**config.mk**
```make
export PLATFORM = sky130hd
export DESIGN_NAME = wb_user_splitter_flat
export DESIGN_NICKNAME = d
export VERILOG_FILES = /design/src/rtl/wb_split_pkg.sv /design/src/rtl/wb_user_splitter_if.sv /design/src/rtl/wb_dbg_regbank.sv /design/src/rtl/wb_user_splitter.sv /design/src/flat_wrapper.sv
export SDC_FILE = /design/constraint.sdc
export NUM_CORES = 1
export LEC_CHECK = 0
export BUFFER_PORTS_ARGS = -buffer_cell sky130_fd_sc_hd__buf_2
export CORE_ASPECT_RATIO = 1.5
export CORE_MARGIN = 3
export CORE_UTILIZATION = 45
export CTS_BUF_LIST = sky130_fd_sc_hd__clkbuf_8
export CTS_CLUSTER_DIAMETER = 30
export CTS_CLUSTER_SIZE = 25
export DETAILED_ROUTE_END_ITERATION = 12
export PLACE_DENSITY = 0.73
export SKIP_LAST_GASP = 1
export SYNTH_ARGS = -nofsm -noshare
export SYNTH_HDL_FRONTEND = slang
export SYNTH_SLANG_ARGS = --single-unit
```
**constraint.sdc**
```tcl
create_clock -name wb_clk_i -period 4.1 [get_ports wb_clk_i]
set_input_delay 0 -clock wb_clk_i [delete_from_list [all_inputs] [get_ports wb_clk_i]]
set_output_delay 0 -clock wb_clk_i [all_outputs]
set_load 0.01 [all_outputs]
```
**src/rtl/wb_split_pkg.sv**
```systemverilog
// Shared types for the user-window splitter: FSM states, target kinds, status layout, error word.
// Pure declarations; no timing or flow-control behaviour of its own.
package wb_split_pkg;

    typedef enum logic [2:0] {
        ST_IDLE,
        ST_SLV,
        ST_DBG,
        ST_UNM,
        ST_RESP
    } state_t;

    localparam logic [1:0] TGT_SLV = 2'd0;
    localparam logic [1:0] TGT_DBG = 2'd1;
    localparam logic [1:0] TGT_UNM = 2'd2;

    localparam int STAT_TOCNT_LSB  = 0;
    localparam int STAT_LASTTO_LSB = 16;
    localparam int STAT_NSLV_LSB   = 19;

    localparam logic [31:0] DEF_ERR_WORD = 32'hDEAD_BEEF;

    function automatic logic [31:0] status_word(input logic [15:0] to_cnt,
                                                input logic [2:0]  last_to,
                                                input logic [4:0]  nslv);
        logic [31:0] w;
        w = '0;
        w[STAT_TOCNT_LSB  +: 16] = to_cnt;
        w[STAT_LASTTO_LSB +: 3]  = last_to;
        w[STAT_NSLV_LSB   +: 5]  = nslv;
        return w;
    endfunction

endpackage

```
**src/rtl/wb_user_splitter_if.sv**
```systemverilog
// Upstream Wishbone port plus the broadcast/per-slave fabric of the splitter.
// slave modport is the splitter's view; master modport is the surrounding environment.
interface wb_user_splitter_if #(parameter int NUM_SLV = 2);

    logic                    wbs_cyc_i;
    logic                    wbs_stb_i;
    logic                    wbs_we_i;
    logic [3:0]              wbs_sel_i;
    logic [31:0]             wbs_adr_i;
    logic [31:0]             wbs_dat_i;
    logic                    wbs_ack_o;
    logic [31:0]             wbs_dat_o;

    logic [NUM_SLV-1:0]      s_cyc_o;
    logic                    s_stb_o;
    logic                    s_we_o;
    logic [3:0]              s_sel_o;
    logic [31:0]             s_adr_o;
    logic [31:0]             s_dat_o;
    logic [NUM_SLV-1:0]      s_ack_i;
    logic [NUM_SLV*32-1:0]   s_dat_i;

    modport slave (
        input  wbs_cyc_i, wbs_stb_i, wbs_we_i, wbs_sel_i, wbs_adr_i, wbs_dat_i,
        output wbs_ack_o, wbs_dat_o,
        output s_cyc_o, s_stb_o, s_we_o, s_sel_o, s_adr_o, s_dat_o,
        input  s_ack_i, s_dat_i
    );

    modport master (
        output wbs_cyc_i, wbs_stb_i, wbs_we_i, wbs_sel_i, wbs_adr_i, wbs_dat_i,
        input  wbs_ack_o, wbs_dat_o,
        input  s_cyc_o, s_stb_o, s_we_o, s_sel_o, s_adr_o, s_dat_o,
        output s_ack_i, s_dat_i
    );

endinterface

```
**src/rtl/wb_dbg_regbank.sv**
```systemverilog
// Byte-writable debug words plus read-only status word (timeout count / last target), clear on status write.
// Writes land on the clock edge of wr_i; read mux is combinational; no backpressure.
module wb_dbg_regbank
    import wb_split_pkg::*;
#(
    parameter int DBG_REGS = 2,
    parameter int NUM_SLV  = 2
) (
    input  logic                   clk_i,
    input  logic                   rst_i,
    input  logic                   wr_i,
    input  logic [3:0]             idx_i,
    input  logic [3:0]             sel_i,
    input  logic [31:0]            wdat_i,
    output logic [31:0]            rdat_o,
    input  logic                   to_fire_i,
    input  logic [2:0]             to_tgt_i,
    output logic [DBG_REGS*32-1:0] dbg_o
);

    logic [DBG_REGS-1:0][31:0] regs_q;
    logic [15:0]               to_cnt_q;
    logic [2:0]                last_to_q;

    always_ff @(posedge clk_i) begin
        if (rst_i) begin
            regs_q    <= '0;
            to_cnt_q  <= '0;
            last_to_q <= '0;
        end else begin
            for (int k = 0; k < DBG_REGS; k++) begin
                if (wr_i && idx_i == 4'(k)) begin
                    for (int b = 0; b < 4; b++) begin
                        if (sel_i[b]) regs_q[k][8*b +: 8] <= wdat_i[8*b +: 8];
                    end
                end
            end
            // Index DBG_REGS is the status word: any write clears the timeout record.
            if (wr_i && idx_i == 4'(DBG_REGS)) begin
                to_cnt_q  <= '0;
                last_to_q <= '0;
            end else if (to_fire_i) begin
                if (to_cnt_q != 16'hFFFF) to_cnt_q <= to_cnt_q + 16'd1;
                last_to_q <= to_tgt_i;
            end
        end
    end

    always_comb begin
        rdat_o = status_word(to_cnt_q, last_to_q, 5'(NUM_SLV));
        for (int k = 0; k < DBG_REGS; k++) begin
            if (idx_i == 4'(k)) rdat_o = regs_q[k];
        end
    end

    assign dbg_o = regs_q;

endmodule

```
**src/rtl/wb_user_splitter.sv**
```systemverilog
// Splits the user window into NUM_SLV slave regions plus a debug bank; one transaction in flight.
// Ack latency: slave ack + 1, debug/unmapped 2 cycles; timeout returns ERR_WORD; master cyc drop aborts.
module wb_user_splitter
    import wb_split_pkg::*;
#(
    parameter logic [31:0] BASE     = 32'h3000_0000,
    parameter int          WIN_AW   = 20,
    parameter int          NUM_SLV  = 2,
    parameter int          DBG_REGS = 2,
    parameter int          TIMEOUT  = 255,
    parameter logic [31:0] ERR_WORD = DEF_ERR_WORD
) (
    input  logic                   wb_clk_i,
    input  logic                   wb_rst_i,
    wb_user_splitter_if.slave      bus,
    output logic [DBG_REGS*32-1:0] dbg_o,
    output logic                   timeout_o
);

    localparam longint          REG_BYTES = (longint'(1) << WIN_AW) / NUM_SLV;
    localparam logic [WIN_AW-3:0] DBG_LO_W =
        (WIN_AW-2)'((longint'(1) << (WIN_AW-2)) - 1 - DBG_REGS);

    state_t              state_q;
    logic [NUM_SLV-1:0]  s_cyc_q;
    logic                s_stb_q, s_we_q;
    logic [3:0]          s_sel_q;
    logic [31:0]         s_adr_q, s_dat_q;
    logic                ack_q, timeout_q;
    logic [31:0]         dat_q;
    logic [15:0]         to_q;
    logic [2:0]          sidx_q;
    logic [3:0]          didx_q;

    logic [WIN_AW-1:0]   off;
    logic [WIN_AW-3:0]   widx;
    logic [1:0]          dec_kind;
    logic [2:0]          dec_sidx;
    logic [3:0]          dec_didx;
    logic [NUM_SLV-1:0]  dec_oh;
    logic                slv_ack;
    logic [31:0]         slv_dat;
    logic                to_fire;
    logic                dbg_wr;
    logic [31:0]         bank_rdat;

    assign off  = bus.wbs_adr_i[WIN_AW-1:0];
    assign widx = off[WIN_AW-1:2];

    // The debug block sits at the top of the window and overrides the last slave region.
    always_comb begin
        dec_kind = TGT_UNM;
        dec_sidx = '0;
        dec_didx = '0;
        dec_oh   = '0;
        if (bus.wbs_adr_i[31:WIN_AW] == BASE[31:WIN_AW]) begin
            if (widx >= DBG_LO_W) begin
                dec_kind = TGT_DBG;
                dec_didx = 4'(widx - DBG_LO_W);
            end else begin
                dec_kind = TGT_SLV;
                for (int i = 1; i < NUM_SLV; i++) begin
                    if (off >= WIN_AW'(longint'(i) * REG_BYTES)) dec_sidx = 3'(i);
                end
            end
        end
        for (int i = 0; i < NUM_SLV; i++) begin
            dec_oh[i] = (dec_kind == TGT_SLV) && (dec_sidx == 3'(i));
        end
    end

    // s_cyc_q is one-hot on the selected slave, so it doubles as the ack/data select.
    always_comb begin
        slv_ack = |(bus.s_ack_i & s_cyc_q);
        slv_dat = '0;
        for (int i = 0; i < NUM_SLV; i++) begin
            if (s_cyc_q[i]) slv_dat = bus.s_dat_i[32*i +: 32];
        end
    end

    assign to_fire = (state_q == ST_SLV) && bus.wbs_cyc_i && !slv_ack && (to_q == 16'(TIMEOUT));
    assign dbg_wr  = (state_q == ST_DBG) && bus.wbs_cyc_i && s_we_q;

    always_ff @(posedge wb_clk_i) begin
        if (wb_rst_i) begin
            state_q   <= ST_IDLE;
            s_cyc_q   <= '0;
            s_stb_q   <= 1'b0;
            s_we_q    <= 1'b0;
            s_sel_q   <= '0;
            s_adr_q   <= '0;
            s_dat_q   <= '0;
            ack_q     <= 1'b0;
            timeout_q <= 1'b0;
            dat_q     <= '0;
            to_q      <= '0;
            sidx_q    <= '0;
            didx_q    <= '0;
        end else begin
            ack_q     <= 1'b0;
            timeout_q <= 1'b0;
            case (state_q)
                ST_IDLE: begin
                    if (bus.wbs_cyc_i && bus.wbs_stb_i) begin
                        s_we_q  <= bus.wbs_we_i;
                        s_sel_q <= bus.wbs_sel_i;
                        s_adr_q <= bus.wbs_adr_i;
                        s_dat_q <= bus.wbs_dat_i;
                        sidx_q  <= dec_sidx;
                        didx_q  <= dec_didx;
                        to_q    <= '0;
                        case (dec_kind)
                            TGT_SLV: begin
                                state_q <= ST_SLV;
                                s_cyc_q <= dec_oh;
                                s_stb_q <= 1'b1;
                            end
                            TGT_DBG: state_q <= ST_DBG;
                            default: state_q <= ST_UNM;
                        endcase
                    end
                end
                ST_SLV: begin
                    if (!bus.wbs_cyc_i) begin
                        state_q <= ST_IDLE;
                        s_cyc_q <= '0;
                        s_stb_q <= 1'b0;
                    end else if (slv_ack) begin
                        state_q <= ST_RESP;
                        ack_q   <= 1'b1;
                        dat_q   <= slv_dat;
                        s_cyc_q <= '0;
                        s_stb_q <= 1'b0;
                    end else if (to_fire) begin
                        state_q   <= ST_RESP;
                        ack_q     <= 1'b1;
                        dat_q     <= ERR_WORD;
                        timeout_q <= 1'b1;
                        s_cyc_q   <= '0;
                        s_stb_q   <= 1'b0;
                    end else begin
                        to_q <= to_q + 16'd1;
                    end
                end
                ST_DBG: begin
                    if (!bus.wbs_cyc_i) begin
                        state_q <= ST_IDLE;
                    end else begin
                        state_q <= ST_RESP;
                        ack_q   <= 1'b1;
                        dat_q   <= bank_rdat;
                    end
                end
                ST_UNM: begin
                    if (!bus.wbs_cyc_i) begin
                        state_q <= ST_IDLE;
                    end else begin
                        state_q <= ST_RESP;
                        ack_q   <= 1'b1;
                        dat_q   <= ERR_WORD;
                    end
                end
                default: state_q <= ST_IDLE;
            endcase
        end
    end

    wb_dbg_regbank #(
        .DBG_REGS (DBG_REGS),
        .NUM_SLV  (NUM_SLV)
    ) u_regbank (
        .clk_i     (wb_clk_i),
        .rst_i     (wb_rst_i),
        .wr_i      (dbg_wr),
        .idx_i     (didx_q),
        .sel_i     (s_sel_q),
        .wdat_i    (s_dat_q),
        .rdat_o    (bank_rdat),
        .to_fire_i (to_fire),
        .to_tgt_i  (sidx_q),
        .dbg_o     (dbg_o)
    );

    assign bus.wbs_ack_o = ack_q;
    assign bus.wbs_dat_o = dat_q;
    assign bus.s_cyc_o   = s_cyc_q;
    assign bus.s_stb_o   = s_stb_q;
    assign bus.s_we_o    = s_we_q;
    assign bus.s_sel_o   = s_sel_q;
    assign bus.s_adr_o   = s_adr_q;
    assign bus.s_dat_o   = s_dat_q;
    assign timeout_o     = timeout_q;

endmodule

```
**src/flat_wrapper.sv**
```systemverilog
// flat-port wrapper written by rule: the top's interface ports become plain ports
module wb_user_splitter_flat import wb_split_pkg::*;
#(
    parameter logic [31:0] BASE     = 32'h3000_0000,
    parameter int          WIN_AW   = 20,
    parameter int          NUM_SLV  = 2,
    parameter int          DBG_REGS = 2,
    parameter int          TIMEOUT  = 255,
    parameter logic [31:0] ERR_WORD = DEF_ERR_WORD
)
  (wb_clk_i, wb_rst_i, dbg_o, timeout_o, bus_wbs_cyc_i, bus_wbs_stb_i, bus_wbs_we_i, bus_wbs_sel_i, bus_wbs_adr_i, bus_wbs_dat_i, bus_wbs_ack_o, bus_wbs_dat_o, bus_s_cyc_o, bus_s_stb_o, bus_s_we_o, bus_s_sel_o, bus_s_adr_o, bus_s_dat_o, bus_s_ack_i, bus_s_dat_i);
  wb_user_splitter_if #(.NUM_SLV(NUM_SLV)) bus_i ();
  input  logic wb_clk_i;
  input  logic wb_rst_i;
  output logic [DBG_REGS*32-1:0] dbg_o;
  output logic timeout_o;
  input wire logic [$bits(bus_i.wbs_cyc_i)-1:0] bus_wbs_cyc_i;
  input wire logic [$bits(bus_i.wbs_stb_i)-1:0] bus_wbs_stb_i;
  input wire logic [$bits(bus_i.wbs_we_i)-1:0] bus_wbs_we_i;
  input wire logic [$bits(bus_i.wbs_sel_i)-1:0] bus_wbs_sel_i;
  input wire logic [$bits(bus_i.wbs_adr_i)-1:0] bus_wbs_adr_i;
  input wire logic [$bits(bus_i.wbs_dat_i)-1:0] bus_wbs_dat_i;
  output wire logic [$bits(bus_i.wbs_ack_o)-1:0] bus_wbs_ack_o;
  output wire logic [$bits(bus_i.wbs_dat_o)-1:0] bus_wbs_dat_o;
  output wire logic [$bits(bus_i.s_cyc_o)-1:0] bus_s_cyc_o;
  output wire logic [$bits(bus_i.s_stb_o)-1:0] bus_s_stb_o;
  output wire logic [$bits(bus_i.s_we_o)-1:0] bus_s_we_o;
  output wire logic [$bits(bus_i.s_sel_o)-1:0] bus_s_sel_o;
  output wire logic [$bits(bus_i.s_adr_o)-1:0] bus_s_adr_o;
  output wire logic [$bits(bus_i.s_dat_o)-1:0] bus_s_dat_o;
  input wire logic [$bits(bus_i.s_ack_i)-1:0] bus_s_ack_i;
  input wire logic [$bits(bus_i.s_dat_i)-1:0] bus_s_dat_i;
  assign bus_i.wbs_cyc_i = bus_wbs_cyc_i;
  assign bus_i.wbs_stb_i = bus_wbs_stb_i;
  assign bus_i.wbs_we_i = bus_wbs_we_i;
  assign bus_i.wbs_sel_i = bus_wbs_sel_i;
  assign bus_i.wbs_adr_i = bus_wbs_adr_i;
  assign bus_i.wbs_dat_i = bus_wbs_dat_i;
  assign bus_wbs_ack_o = bus_i.wbs_ack_o;
  assign bus_wbs_dat_o = bus_i.wbs_dat_o;
  assign bus_s_cyc_o = bus_i.s_cyc_o;
  assign bus_s_stb_o = bus_i.s_stb_o;
  assign bus_s_we_o = bus_i.s_we_o;
  assign bus_s_sel_o = bus_i.s_sel_o;
  assign bus_s_adr_o = bus_i.s_adr_o;
  assign bus_s_dat_o = bus_i.s_dat_o;
  assign bus_i.s_ack_i = bus_s_ack_i;
  assign bus_i.s_dat_i = bus_s_dat_i;
  wb_user_splitter #(.BASE(BASE), .WIN_AW(WIN_AW), .NUM_SLV(NUM_SLV), .DBG_REGS(DBG_REGS), .TIMEOUT(TIMEOUT), .ERR_WORD(ERR_WORD)) u_core (.wb_clk_i(wb_clk_i), .wb_rst_i(wb_rst_i), .bus(bus_i), .dbg_o(dbg_o), .timeout_o(timeout_o));
endmodule
```
==> results.cfg <==
[status]
status = completed

[place]
io_buffers = 308
globalplace.congestion = 0.8918
dp.cells = 1644
hpwl_microns = 21620

[die]
core_sq_um = 19940
chipWidth_microns = 122.7
rows = 63
ios = 309
die_y_microns = 181.1
start_util_pct = 46.13
dieArea_sq_um = 22230

[hold_path]
min_path_type = in -> reg

[timing]
skew_ns = 0.04012
min_period_ns = 2.862
tightestPinTransition_ns = 1.171
min_period_over_period_pct = 69.81
setup_viol = 0
holdWs_ns = 0.05378
max_freq_mhz = 349.4
relSlewSlack_pct = 21.57
slew_viol_final = 0
finalHoldViolations = 0
rsz0062_at_grt = false
finalSetupTns_ns = 0

[synthesis]
yosysMostFrequentCell = nand2_1
syn_inst = 1152
ys_top_cells_by_count = nand2_1 (276), dfxtp_1 (211), a21oi_1 (182)
netlist.area_leader.share_pct = 45.92
syn_avg_cell_area_sq_um = 7.985
ys.flop_type = dfxtp_1
yosysWarnings = 0
async_flop_share_pct = 0
yosys.area.top_type = dfxtp_1
ys_ff_latch = 211
synth_cell_type_count = 57
synth_nets = 1295
synth_edf_count = 0
synthesis.area_sq_um = 9199
synthTopCellsByArea = dfxtp_1 (46%), nand2_1 (11%), a21oi_1 (9.9%)
ys_seq_area_share_pct = 45.92

[final_layout]
nFillCells = 1578
fin_nets = 1737
final_cells = 1874
drive_gt1_share_pct = 24.05
synthToLayoutAreaGrowth_pct = 45.50
fin_util_pct = 67.11
multi_input_area_sq_um = 4593
regArea_sq_um = 4225

[routing]
drcViolationCount = 0
wl_per_cell_microns = 18.09
drt_pass1_iterations = 5
drt-total-wl_microns = 33910
antenna_left = 0
num_vias = 10520
via_per_inst = 5.616
dr.first_iter.drc_count = 770

[global_route]
antenna_found_initial = 1
grt-ovfl-total = 0
grt_pass1_vias = 10280
grt_max_degree = 108
grt_usage_pct = 29.53
grt_pass1_wl_microns = 53340

[clocking]
cts_buffers = 36
clk_latency_ns = 0.52
postCtsSetupRepairBufs = 0
hold_buffers = 172
cts.sinks = 211
ctsLongestPathBuffers = 3
path_clk_slew_ns = 0.06
cts-root-buf = clkbuf_8
ctsResizeCount = 0
htreeDepth = 2
cts_tree = built

[setup_path]
worstSetupEndpointType = register
worstPathRequired_ns = 4.50
arrival_ns = 3.27
critPathMaxFanout = 34
worst_setup_path_start_kind = register
path_class = reg -> reg

[power_and_ir_drop]
power_density_nw_per_um2 = 358.2
power_mw = 4.794
max-vdd-ir-drop_mv = 0.3249
power.leakage_nw = 5.477

[run]
maxCapViolCount = 0
[kinds of logic (layout without fill, tap and decap cells)]
kind of cell | after synthesis | count (layout) | share of synthesized area, %
other cells | 0 | 1 | 0
mux | 34 | 34 | 3.700
xor+xnor | 9 | 9 | 0.8570
simple gates | 503 | 503 | 24.84
compound gates | 292 | 292 | 19.59
flops | 211 | 211 | 45.92
fa+ha+maj | 4 | 4 | 0.5441
buf+inv | 99 | 560 | 4.557
[metrics by stage]
step | setup WS [ns] | instance area, sq um
final | 1.238 | 13380
after global routing | 1.089 | 13380
after CTS | 1.315 | 13380
after floorplan | 2.190 | 9199
after detailed placement | 1.527 | 10830
after global placement | 1.542 | 10830
[registers in the layout, indices dropped and copies added (netlist names)]
register	flops
u_core.bus.wbs_ack_o	1
u_core.timeout_o	1
u_core.to_q	16
u_core.bus.s_cyc_o	2
u_core.bus.s_sel_o	4
u_core.bus.s_adr_o	32
u_core.u_regbank.to_cnt_q	16
u_core.bus.s_we_o	1
u_core.didx_q	4
u_core.u_regbank.last_to_q	1
u_core.bus.wbs_dat_o	32
u_core.bus.s_stb_o	1
u_core.bus.s_dat_o	32
u_core.state_q	3
u_core.sidx_q	1
u_core.u_regbank.dbg_o	64
[cells in the final DEF (no fill, tap or decap), types with 24 or more instances in the layout]
cell           count
a21oi_1          182
o21ai_0           26
nand2_1          276
clkbuf_8          43
mux2i_1           34
nand3_1          105
buf_2            307
dlygate4sd3_1    172
a221o_1           24
nor2_1            35
dfxtp_1          210
[report_power, final]
part	internal, mW	switching (mW)	total (mW)
Clock	1.38	0.836	2.22
Sequential	2.09	0.0440	2.13
Combinational	0.208	0.231	0.439
Total	3.68	1.11	4.79
[layout make-up]
cell class,instances,area share [%]
Multi-Input combinational cell,842,34.32
Sequential cell,211,31.57
Timing Repair Buffer,493,25.16
Clock buffer,43,4.422
Tap cell,260,2.431
Clock inverter,14,1.804
Inverter,10,0.2805
Antenna cell,1,0.01870
[worst max-delay path, cell delays in order (launching register included)]
cell and delay, ns:
dfxtp_1 0.33, buf_4 0.25, nor2b_2 0.94, buf_4 0.29, a221o_1 0.15, dlygate4sd3_1 0.57
nand3_1 0.08, a21oi_1 0.13
[metal layers]
metal / part of all wire (%) / global-route usage (%) / up-vias / routed length, microns
li1: - / - / 4959 / -
met4: 5.4 / 15.29 / 0 / 1820
met3: 7.3 / 5.042 / 122 / 2487
met2: 49 / 49.27 / 505 / 16600
met1: 38 / 35.99 / 4938 / 13000
met5: 0 / 0 / - / 0
[path summary, 6_finish.rpt]
| check | startpoint | to | slack [ns] | depth (start not counted) |
|---|---|---|---|---|
| setup / recovery | u_core.bus.s_cyc_o[1] | u_core.bus.wbs_dat_o[18] | 1.24 | 7 |
| hold / removal | bus_s_dat_i[49] | u_core.bus.wbs_dat_o[17] | 0.05 | 5 |
| setup reg to reg | u_core.bus.s_cyc_o[1] | u_core.bus.wbs_dat_o[18] | 1.24 | 7 |
| hold reg to reg | u_core.bus.wbs_dat_o[10] | u_core.bus.wbs_dat_o[10] | 0.45 | 2 |
Power figures use the tool's default switching activity.
